<file path="config.mk">
export PLATFORM = sky130hd
export DESIGN_NAME = mem_stg
export DESIGN_NICKNAME = d
export VERILOG_FILES = /design/src/rtl/mem_stg.sv
export SDC_FILE = /design/constraint.sdc
export NUM_CORES = 1
export LEC_CHECK = 0
export CORE_ASPECT_RATIO = 0.75
export CORE_MARGIN = 8
export CORE_UTILIZATION = 44
export CTS_BUF_LIST = sky130_fd_sc_hd__clkbuf_4 sky130_fd_sc_hd__clkbuf_8
export DETAILED_ROUTE_END_ITERATION = 7
export PLACE_DENSITY = 0.95
export SETUP_SLACK_MARGIN = 0.2
export SLEW_MARGIN = 40
export SYNTH_ARGS = -nofsm -noshare
export SYNTH_HDL_FRONTEND = slang
export SYNTH_SLANG_ARGS = --single-unit
</file>
<file path="constraint.sdc">
create_clock -name clk -period 3.42 [get_ports clk]
set_clock_uncertainty 0.2 [all_clocks]
set_input_delay 0.684 -clock clk [delete_from_list [all_inputs] [get_ports clk]]
set_output_delay 0.684 -clock clk [all_outputs]
set_load 0.02 [all_outputs]
</file>
<file path="src/rtl/mem_stg.sv">
// mem_stg: MIPS memory stage. Holds one packet from exec, performs the data
// memory access (byte/half/word, aligned lanes, sign/zero extension), then
// hands the result to writeback.
// Optional build macro: MEM_MISALIGN_CHK_EN -- traps misaligned HALF/WORD
// accesses (no memory request, no register write, one-cycle mem_err pulse).

package mips_pkg;
  typedef logic [31:0] word_t;
  typedef logic [4:0]  reg_t;

  typedef enum logic [1:0] {
    OP_NONE  = 2'd0,
    OP_LOAD  = 2'd1,
    OP_STORE = 2'd2
  } mem_op_t;

  typedef enum logic [1:0] {
    SZ_BYTE = 2'd0,
    SZ_HALF = 2'd1,
    SZ_WORD = 2'd2
  } mem_sz_t;

  typedef struct packed {
    logic    jmp_vld;
    word_t   addr;
    mem_op_t mem_op;
    mem_sz_t mem_sz;
    logic    sgnd;
    logic    dst_vld;
    reg_t    dst_reg;
    word_t   data;
  } exec_mem_pkt_t;

  typedef struct packed {
    logic  dst_vld;
    reg_t  dst_reg;
    word_t data;
  } mem_wb_pkt_t;

  typedef struct packed {
    logic dst_vld;
    reg_t dst_reg;
    logic busy;
  } mem_haz_pkt_t;
endpackage

module mem_stg
  import mips_pkg::*;
(
  input  logic          clk,
  input  logic          reset,
  input  logic          exec_mem_vld,
  output logic          exec_mem_rdy,
  input  exec_mem_pkt_t exec_mem_pkt,
  output logic          mem_wb_vld,
  input  logic          mem_wb_rdy,
  output mem_wb_pkt_t   mem_wb_pkt,
  output logic          dmem_req_vld,
  input  logic          dmem_req_rdy,
  output logic          dmem_req_we,
  output word_t         dmem_req_addr,
  output logic [3:0]    dmem_req_be,
  output word_t         dmem_req_wdata,
  input  logic          dmem_rsp_vld,
  input  word_t         dmem_rsp_data,
  output logic          mem_jmp_vld,
  output word_t         mem_jmp_addr,
  output mem_haz_pkt_t  mem_haz_pkt,
  output logic          mem_err
);

  localparam logic [1:0] ST_IDLE = 2'd0;
  localparam logic [1:0] ST_REQ  = 2'd1;
  localparam logic [1:0] ST_WAIT = 2'd2;
  localparam logic [1:0] ST_DONE = 2'd3;

  logic [1:0]    state;
  exec_mem_pkt_t hold_p0;
  exec_mem_pkt_t acc_pkt;
  logic [1:0]    acc_state;
  logic          accept;
  logic          is_mem;
  logic          misalign;

  // Byte enables for the addressed lanes of the aligned word.
  function automatic logic [3:0] lane_be(input mem_sz_t sz, input logic [1:0] lo);
    case (sz)
      SZ_BYTE: lane_be = 4'b0001 << lo;
      SZ_HALF: lane_be = lo[1] ? 4'b1100 : 4'b0011;
      default: lane_be = 4'b1111;
    endcase
  endfunction

  // Store data replicated across every lane so the enables alone pick the target.
  function automatic word_t store_data(input mem_sz_t sz, input word_t d);
    case (sz)
      SZ_BYTE: store_data = {4{d[7:0]}};
      SZ_HALF: store_data = {2{d[15:0]}};
      default: store_data = d;
    endcase
  endfunction

  // Little-endian lane select followed by sign or zero extension.
  function automatic word_t load_fmt(input mem_sz_t sz, input logic sgnd,
                                     input logic [1:0] lo, input word_t raw);
    logic signed [7:0]  b_s;
    logic signed [15:0] h_s;
    b_s = raw[{lo, 3'b000} +: 8];
    h_s = lo[1] ? raw[31:16] : raw[15:0];
    case (sz)
      SZ_BYTE: load_fmt = sgnd ? word_t'(32'(b_s)) : {24'h0, b_s};
      SZ_HALF: load_fmt = sgnd ? word_t'(32'(h_s)) : {16'h0, h_s};
      default: load_fmt = raw;
    endcase
  endfunction

  assign exec_mem_rdy = (state == ST_IDLE) || ((state == ST_DONE) && mem_wb_rdy);
  assign accept       = exec_mem_vld && exec_mem_rdy;
  assign is_mem       = (exec_mem_pkt.mem_op == OP_LOAD) || (exec_mem_pkt.mem_op == OP_STORE);

`ifdef MEM_MISALIGN_CHK_EN
  assign misalign = is_mem &&
                    (((exec_mem_pkt.mem_sz == SZ_HALF) && exec_mem_pkt.addr[0]) ||
                     ((exec_mem_pkt.mem_sz != SZ_BYTE) && (exec_mem_pkt.mem_sz != SZ_HALF) &&
                      (exec_mem_pkt.addr[1:0] != 2'b00)));
`else
  assign misalign = 1'b0;
`endif

  // Shape an accepted packet: stores and trapped accesses never write a register.
  always_comb begin
    acc_pkt = exec_mem_pkt;
    if ((exec_mem_pkt.mem_op == OP_STORE) || misalign) acc_pkt.dst_vld = 1'b0;
    acc_state = (is_mem && !misalign) ? ST_REQ : ST_DONE;
  end

  // Stage p0: held packet and access sequencing; jmp_vld survives only its first cycle.
  always_ff @(posedge clk) begin
    if (reset) begin
      state   <= ST_IDLE;
      hold_p0 <= '0;
    end else if (accept) begin
      state   <= acc_state;
      hold_p0 <= acc_pkt;
    end else begin
      hold_p0.jmp_vld <= 1'b0;
      case (state)
        ST_REQ:  if (dmem_req_rdy) state <= (hold_p0.mem_op == OP_STORE) ? ST_DONE : ST_WAIT;
        ST_WAIT: if (dmem_rsp_vld) begin
                   hold_p0.data <= load_fmt(hold_p0.mem_sz, hold_p0.sgnd,
                                            hold_p0.addr[1:0], dmem_rsp_data);
                   state        <= ST_DONE;
                 end
        ST_DONE: if (mem_wb_rdy) state <= ST_IDLE;
        default: ;
      endcase
    end
  end

`ifdef MEM_MISALIGN_CHK_EN
  // One-cycle error pulse for each trapped access.
  always_ff @(posedge clk) begin
    if (reset) mem_err <= 1'b0;
    else       mem_err <= accept && misalign;
  end
`else
  assign mem_err = 1'b0;
`endif

  assign mem_jmp_vld    = hold_p0.jmp_vld;
  assign mem_jmp_addr   = hold_p0.addr;

  assign mem_wb_vld     = (state == ST_DONE);
  assign dmem_req_vld   = (state == ST_REQ);
  assign dmem_req_we    = (hold_p0.mem_op == OP_STORE);
  assign dmem_req_addr  = {hold_p0.addr[31:2], 2'b00};
  assign dmem_req_be    = lane_be(hold_p0.mem_sz, hold_p0.addr[1:0]);
  assign dmem_req_wdata = store_data(hold_p0.mem_sz, hold_p0.data);

  // Writeback and hazard views of the held packet.
  always_comb begin
    mem_wb_pkt.dst_vld  = hold_p0.dst_vld;
    mem_wb_pkt.dst_reg  = hold_p0.dst_reg;
    mem_wb_pkt.data     = hold_p0.data;
    mem_haz_pkt.dst_vld = (state != ST_IDLE) && hold_p0.dst_vld;
    mem_haz_pkt.dst_reg = (state != ST_IDLE) ? hold_p0.dst_reg : 5'd0;
    mem_haz_pkt.busy    = (state == ST_REQ) || (state == ST_WAIT);
  end

endmodule

</file>
== After elaboration in Yosys (flattened, before gate mapping) ==
Index checks and enable logic that the tools add are counted.
Widths: inputs -> output; s select.
Operators by class
  eq/ne operators: 10
  shift-type cells: 2
  mux-type cells: 19
  bitwise logic cells: 1
  reductions and logical operators: 15
Operator list (count)
  $mux 32: 5
  $pmux 32 s2: 2
  $shiftx 32x6->8: 1
  $mux 16: 1
  $mux 2: 5
  $eq 2x2->1 const B: 4
  $pmux 4 s2: 1
  $eq 2x1->1 const B: 3
  $ne 3x1->1 const B: 2
  $pmux 2 s3: 1
  $reduce_bool 2->1: 3
  $mux 5: 1
  $logic_not 2->1: 2
  $mux 4: 1
  $reduce_and 4->1: 1
  $reduce_bool 4->1: 1
  $shl 1x2->4 const A: 1
  $logic_and 1x1->1: 3
  $logic_or 1x1->1: 3
  $ne 3x3->1 const B: 1
  $mux 1: 2
  $reduce_and 2->1: 1
  $reduce_or 2->1: 1
  $not 1->1: 1
Storage, ports and cells
  register bits: 78
  input bits: 114
  output and inout port bits: 151
  logic and storage cells: 56

== Logic depth before layout (Yosys ltp) ==
Gate-level depths: netlist of the first run.
  depth in word-level cells: 6
  depth in mapped cells: 9
  depth with buffers taken out: 7

== Least setup slack after synthesis of the first run ==
Ideal clock, no wire load.
  path kind: flip-flop to output port
  from: register hold_p0[39] (netlist name)
  to: output dmem_req_wdata[24]
  data arrival time: 1.421 ns
  required time: 2.536 ns
  setup slack: 1.115 ns
  stages on the path, launching flop included: 5
  buffers on the path: 2
  cells stage by stage: dfxtp_1 -> buf_2 -> buf_1 -> mux2i_1 -> o21ai_0
On the way
  cells in the longest elaborated chain, start to end: 2
RTL lines
  from (decl): line 78  | exec_mem_pkt_t hold_p0;
  from (signal assigned): line 144  | hold_p0 <= acc_pkt;
  $eq 2x1->1 / $logic_not 2->1 (equally long branches): line 96  | case (sz)
  $pmux 32 s2 (*): line 96
  to (decl): line 63  | output word_t dmem_req_wdata,
Mark *: on every way between the ends. The rest lies on a longest branch, timed or not.

== Worst setup path after layout of the first run ==
  from: register hold_p0[40] (netlist name)
  to: output dmem_req_wdata[13]
The elaborated chain is that of the path after synthesis.

==> results.md, run 1 <==
- Cell leakage power: 0.00256 uW
- Switching share of power: 43.6%
- Antenna violations before repair: 0
- Drt pass-1 iters: 5
- Cts bufs inserted: 9
- Tightest hold margin: 252 ps
- Metal3 WL: 1.63 mm
- Final HPWL DP: 14.1 mm
- CP Launch Point: hold_p0[40]
- Average wire per standard cell: 19.7 um
- Ys Warns: 0
- Sequential-to-total area share from yosys stat: 30.8%
- Endpoints failing setup: 0
- Gp weighted congestion: 0.904
- WP depth: 4
- Routed Antenna Nets: 0
- Max_slew headroom: 48.0%
- NumNets Final: 891
- Number of diodes: 0
- TritonCTS clock tree: yes
- # IOs: 265
- Grt total ovfl: 0
- Vias in the first global route: 4,836
- Tot GR Track Use: 22.6%
- FF+latch count, synth: 78
- Routed wl met2: 8.41 mm
- Worst-Margin Slew: 778 ps
- Die Width: 140 um
- Clk_lat worst skew: 340 ps
- Critical Path AT: 2210 ps
- RR Endpoint: mem_wb_pkt[9]
- Pwr Total: 4910 uW
- Achievable frequency: 323 MHz
- Worst path slowest cell: clkdlybuf4s50_1
- Top FF cell, synth: dfxtp_1
- R2R Path Start: state[0]
- Crit share post-route: 90.6%
- Clock root cell: clkbuf_8
- Min Tclk post-route: 3100 ps
- Min-delay worst type: reg -> reg
- Total of max-cap violations: 0
- CTS Buffer Depth: 2
- Hold path depth: 2
- Count of cell types in the netlist: 54
- Delay-heaviest family, CP: buffers and inverters
- WL final: 18.1 mm
- Combinational fraction of design power: 57.9%
- M1 WL: 7.79 mm
- Slowest cell delay on critical path: 560 ps
- Worst-path clk slew: 70 ps
- WP buf/inv: 2
- Layout cells sized above 1: 10.8%
- Area grow syn2layout: 41.5%
- Die area: 0.0152 mm2
- Pwr dens: 684 mW/mm2
- Row count: 34
- Core Area: 0.0114 mm2
- Clock share of power: 14.3%
- Top sig layer: met4
- Sequential share of power: 27.8%
- Area occupied by multi-input gates: 0.00244 mm2
- IO buf count: 261
- CP startpoint kind: flop
- Die height: 109 um
- Register-to-Register Path Depth: 8
- Post-Synthesis Cells: 635
- Crit path capture: dmem_req_wdata[13]
- R2r setup slk: 830 ps
- Psw: 2140 uW
- Syn_area_per_cell: 7.98 um2
- Crit-path max FO: 22
- Post-synth EDFFs: 0
- Worst EP required: 2540 ps
- Worst Setup End Kind: primary output
- DR vias/cell: 5.47
- Max rail drop VDD: 0.370 mV
- First-pass GRT wire length: 27.3 mm
- Setup tns final: 0 ps
- Status: finished, final reports clean
- Critical-path cell list: nor2_1 > buf_4 > mux2_2 > clkdlybuf4s50_1
- Initial Util: 44.5%
- Synth Cell Area: 0.00507 mm2
- FILL cells: 981
- Register Area: 0.00156 mm2
- CTS sink count: 78
- CP Class: reg -> out
- Final-report hold violation count: 0
- Largest net degree at the start of global routing: 37
- DR iter-0 viols: 368
- Asr flop ratio synth: 0%
- Pint: 2770 uW
- Vias: 5,032
- Setup repair after global routing missed its margin: no
- H-tree levels: 3
- Residual DRC: 0
- Slew Limit Fails: 0
## per-stage QoR
stage / area, um2 / setup WS (ps) / instances / util, %
2_1_floorplan: 5080 / 1110 / 637 / -
3_3_place_gp: 6970 / 387 / 905 / 61.1
3_5_place_dp: 6980 / 405 / 905 / 61.2
4_1_cts: 7170 / 252 / 920 / 62.9
5_1_grt: 7170 / 223 / 920 / 62.9
6_report: 7170 / 321 / 920 / 62.9
## cell type report
type / instances / area share (%)
sequential: 78 / 21.8
clock inverter: 4 / 0.663
inverter: 14 / 0.733
multi-input combinational: 390 / 34.0
timing repair buffer: 279 / 38.3
clock buffer: 11 / 2.02
tap: 144 / 2.51
## cell families (layout without fill, tap and decap cells)
logic type,Yosys count,count (layout),share of synthesized area [%]
and+or+nand+nor,198,198,17.7
buffers and inverters,169,308,21.5
AOI/OAI and AO/OA,150,150,21.4
DFF,78,78,30.8
muxes,34,34,7.33
adders and majority gates,5,5,1.23
other,1,3,0.0740
## power by group through the flow
stage / registers [uW] / logic [uW] / clock network (uW)
final: 1360 / 2840 / 700
after global routing: 1390 / 3020 / 760
after CTS: 1360 / 2850 / 716
after detailed placement: 1380 / 2840 / 0
after global placement: 1370 / 2790 / 0
after floorplan: 1270 / 1970 / 0
## what timing repair did
item | CTS | global route
setup endpoints to repair | 0 | 4
setup buffers | 0 | 0
gates resized for setup | 0 | 1
hold buffers | 0 | 0
## registers in the layout, summed over array words and instances, names as in the netlist
name / count
mem_wb_pkt: 38
mem_jmp_addr: 32
hold_p0: 5
state: 2
mem_jmp_vld: 1
## worst register-to-register path, cell delays in order, from the launching register on
cell and delay, ps:
dfxtp_1 400, inv_1 100, ha_1 330, a21oi_2 290
inv_2 140, nand2_2 390, buf_4 380, a31oi_1 140
o2bb2ai_1 160
## worst min path at each step
| stage | from | endpoint | slack, ps |
|---|---|---|---|
| floorplan | hold_p0[42] | hold_p0[42] | 230 |
| global placement | hold_p0[42] | hold_p0[42] | 240 |
| detailed placement | hold_p0[42] | hold_p0[42] | 240 |
| CTS | hold_p0[42] | hold_p0[42] | 260 |
| global route | mem_jmp_addr[12] | mem_jmp_addr[12] | 290 |
| finish | hold_p0[42] | hold_p0[42] | 250 |
## layer usage
layer,GRT usage [%],vias to the layer above
li1,-,2365
met1,28.0,2396
met2,37.1,249
met3,7.31,22
met4,6.64,0
met5,0,-
## synth_stat cells (2+ instances only)
cell	instances	area, um2
buf_1	3	11.3
o32a_1	6	60.1
nor2b_1	9	56.3
buf_6	2	22.5
nand2b_1	3	18.8
and2_1	7	43.8
nand4_1	8	50.1
a221oi_2	10	150
nor2_1	12	45.0
nand3b_1	4	30.0
mux2_2	22	248
ha_1	5	62.6
o211ai_1	6	45.0
nand3_1	7	35.0
clkbuf_1	24	90.1
o21ai_0	28	140
and3_1	8	50.1
inv_2	4	15.0
o22ai_1	2	12.5
a21oi_1	50	250
o2bb2ai_1	7	61.3
a31oi_1	13	81.3
buf_2	13	65.1
inv_1	10	37.5
mux2i_1	11	110
a211oi_1	6	45.0
a311oi_1	3	26.3
o41ai_2	2	32.5
nand2_1	130	488
dfxtp_1	78	1560
buf_4	113	848
or3_1	2	12.5
a221oi_1	6	52.6
## cell usage in the layout (no fill, tap or decap), drive strengths merged, types with 12 or more instances in the layout
master         instances
a21oi                 52
a221oi                16
a31oi                 13
buf                   19
clkdlybuf4s50        260
dfxtp                 78
inv                   14
mux2                  22
mux2i                 12
nand2                130
nor2                  13
o21ai                 29
Note: power is estimated with default switching activity, not from simulation.
==> run 2, diff against run 1 <==
Settings changed: GPL_TIMING_DRIVEN set to 0, RECOVER_POWER set to 50.
==> run 2 against run 1 <==
Routed wire length is 15% higher; global-route usage is 3.6 points higher; final area up 13%; power increased by 11%; register-to-register slack lost 390 ps; clock power increased by 20%; first-iteration DRC count grew 46%; die area stayed put; critical path type unchanged; critical endpoint is now exec_mem_rdy.
==> results.md, run 2 (synthesis gave the netlist of run 1 again) <==
- Row count: 34 (unchanged)
- Setup repair after global routing missed its margin: no
- Routed Antenna Nets: 0 (unchanged)
- Clock root cell: clkbuf_8
- Critical-path cell list: inv_1 > ha_1 > a21oi_4 > inv_1 > clkdlybuf4s50_1
- R2r setup slk: 440 ps (-390 ps)
- Max rail drop VDD: 0.355 mV (-3.8%)
- Status: finished, final reports clean
- Worst-path clk slew: 80 ps (about the same)
- Worst path slowest cell: clkdlybuf4s50_1
- Vias in the first global route: 5,675 (+17%)
- CP Class: reg -> out
- Fin area: 0.00814 mm2 (+13%)
- Dpl cell area: 0.00786 mm2 (+13%)
- Cts bufs inserted: 9 (unchanged)
- Clk_lat worst skew: 360 ps (+20 ps)
- Vias: 5,585 (+11%)
- Core Area: 0.0114 mm2 (unchanged)
- CP most frequent cell: inv_1
- Min-delay worst type: reg -> reg
- Final-report hold violation count: 0 (unchanged)
- Postcts setup bufs: 0 (unchanged)
- Pwr dens: 669 mW/mm2 (-2.1%)
- Layout cells sized above 1: 21.0% (+10 points)
- Min Tclk post-route: 3130 ps (+26.5 ps)
- Critical Path AT: 2240 ps (+30 ps)
- Worst EP required: 2540 ps (about the same)
- Area grow syn2layout: 60.6%
- First-pass GRT wire length: 31.4 mm (+15%)
- IO buf count: 260 (-0.38%)
- Slew Limit Fails: 0 (unchanged)
- DR vias/cell: 5.28 (-3.5%)
- Max_slew headroom: 54.1% (+6.1 points)
- Worst Setup End Kind: primary output
- Number of diodes: 0 (unchanged)
- Tot GR Track Use: 26.2% (+3.6 points)
- CTS Buffer Depth: 2 (unchanged)
- TritonCTS clock tree: yes
- Die height: 109 um (unchanged)
- Average wire per standard cell: 19.8 um (+0.39%)
- WL final: 20.9 mm (+15%)
- Max reg flops: 38 (unchanged)
- Most frequent cells in the layout: clkdlybuf4s50_1 (166), nand2_1 (130), buf_4 (112), dlygate4sd3_1 (88), dfxtp_1 (78)
- CTS sink count: 78 (unchanged)
- Core Util, Final: 71.4% (+8.5 points)
- Total of max-cap violations: 0 (unchanged)
- Initial Util: 44.5% (unchanged)
- Antenna violations before repair: 0 (unchanged)
- NumNets Final: 1,028 (+15%)
- Cell leakage power: 0.00355 uW (+39%)
- Residual DRC: 0 (unchanged)
- CP startpoint kind: flop
- Commonest non-fill, non-tap cell in the layout: clkdlybuf4s50_1
- Die Width: 140 um (unchanged)
- Crit share post-route: 91.4% (+0.77 points)
- Achievable frequency: 320 MHz (-0.85%)
- CTS Hold Buffers Added: 0 (unchanged)
- Crit-path max FO: 9 (-59%)
- H-tree levels: 3 (unchanged)
- Worst-Margin Slew: 689 ps (-88.9 ps)
- Setup tns final: 0 ps (unchanged)
- DR iter-0 viols: 539 (+46%)
- Endpoints failing setup: 0 (unchanged)
- Largest net degree at the start of global routing: 14 (-62%)
- # IOs: 265 (unchanged)
- FILL cells: 880 (-10%)
- Area occupied by multi-input gates: 0.00244 mm2 (about the same)
- Final HPWL DP: 16.5 mm (+17%)
- Drt pass-1 iters: 5 (unchanged)
- Die area: 0.0152 mm2 (unchanged)
- Grt total ovfl: 0 (unchanged)
- Slowest cell delay on critical path: 670 ps (+110 ps)
- Gp weighted congestion: 0.987 (+9.2%)
- Register Area: 0.00156 mm2 (about the same)
==> run 2: changes by cell type in the layout (fill, tap and decap cells not counted), sizes merged <==
cell,before,now
clkinv,2,3
clkbuf,11,41
bufinv,1,3
dlymetal6s2s,0,6
dlygate4sd3,0,88
buf,19,124
clkdlybuf4s50,260,166
==> run 2: worst paths after layout <==
path | startpoint | endpoint | depth (start not counted)
worst max-delay path | state[1] | exec_mem_rdy | 5
worst min-delay path | hold_p0[41] | hold_p0[41] | 2
worst max register to register | state[0] | mem_jmp_addr[28] | 9
worst min register to register | hold_p0[41] | hold_p0[41] | 2
==> run 2: area by class of cell <==
class | instances | area share [%]
timing repair buffer | 261 | 32.3
tap | 144 | 2.21
multi-input combinational | 390 | 30.0
inverter | 14 | 0.646
clock inverter | 7 | 1.38
clock buffer | 9 | 1.52
buffer | 155 | 12.8
sequential | 78 | 19.2
==> run 2: worst max-delay path: cells and delay by family (launching register included) <==
kind | cells | cell delay (ps)
buffers and inverters | 3 | 1020
adder cells (fa/ha/maj) | 1 | 430
flip-flops | 1 | 350
AO/OA/AOI/OAI | 1 | 80
==> run 2: repair_timing <==
item,in CTS,in global routing
gates resized for setup,3,14
cloned,0,0
endpoints found under the setup margin,19,24
==> run 2: stage by stage <==
step                power (uW)  setup slack, ps  cells  hold WS, ps
floorplan                 3240             1110    637          232
global placement          4600              322   1041          248
detailed placement        4660              398   1041          261
CTS                       5510              157   1057          273
global route              5720              156   1058          301
finish                    5450              295   1058          274
==> run 2: power breakdown <==
part	internal, uW	total [uW]	switching [uW]
clock network	481	842	361
registers	1120	1360	246
logic	1530	3240	1710
total	3130	5450	2320
==> run 2: per-layer routing <==
layer	wire length (um)	part of all wire, %	global-route usage [%]	vias to the layer above
li1	-	-	-	2629
met1	8590	41	32.3	2574
met2	9440	45	41.6	342
met3	2480	12	10.0	40
met4	424	2.0	8.96	0
met5	0	0	0	-
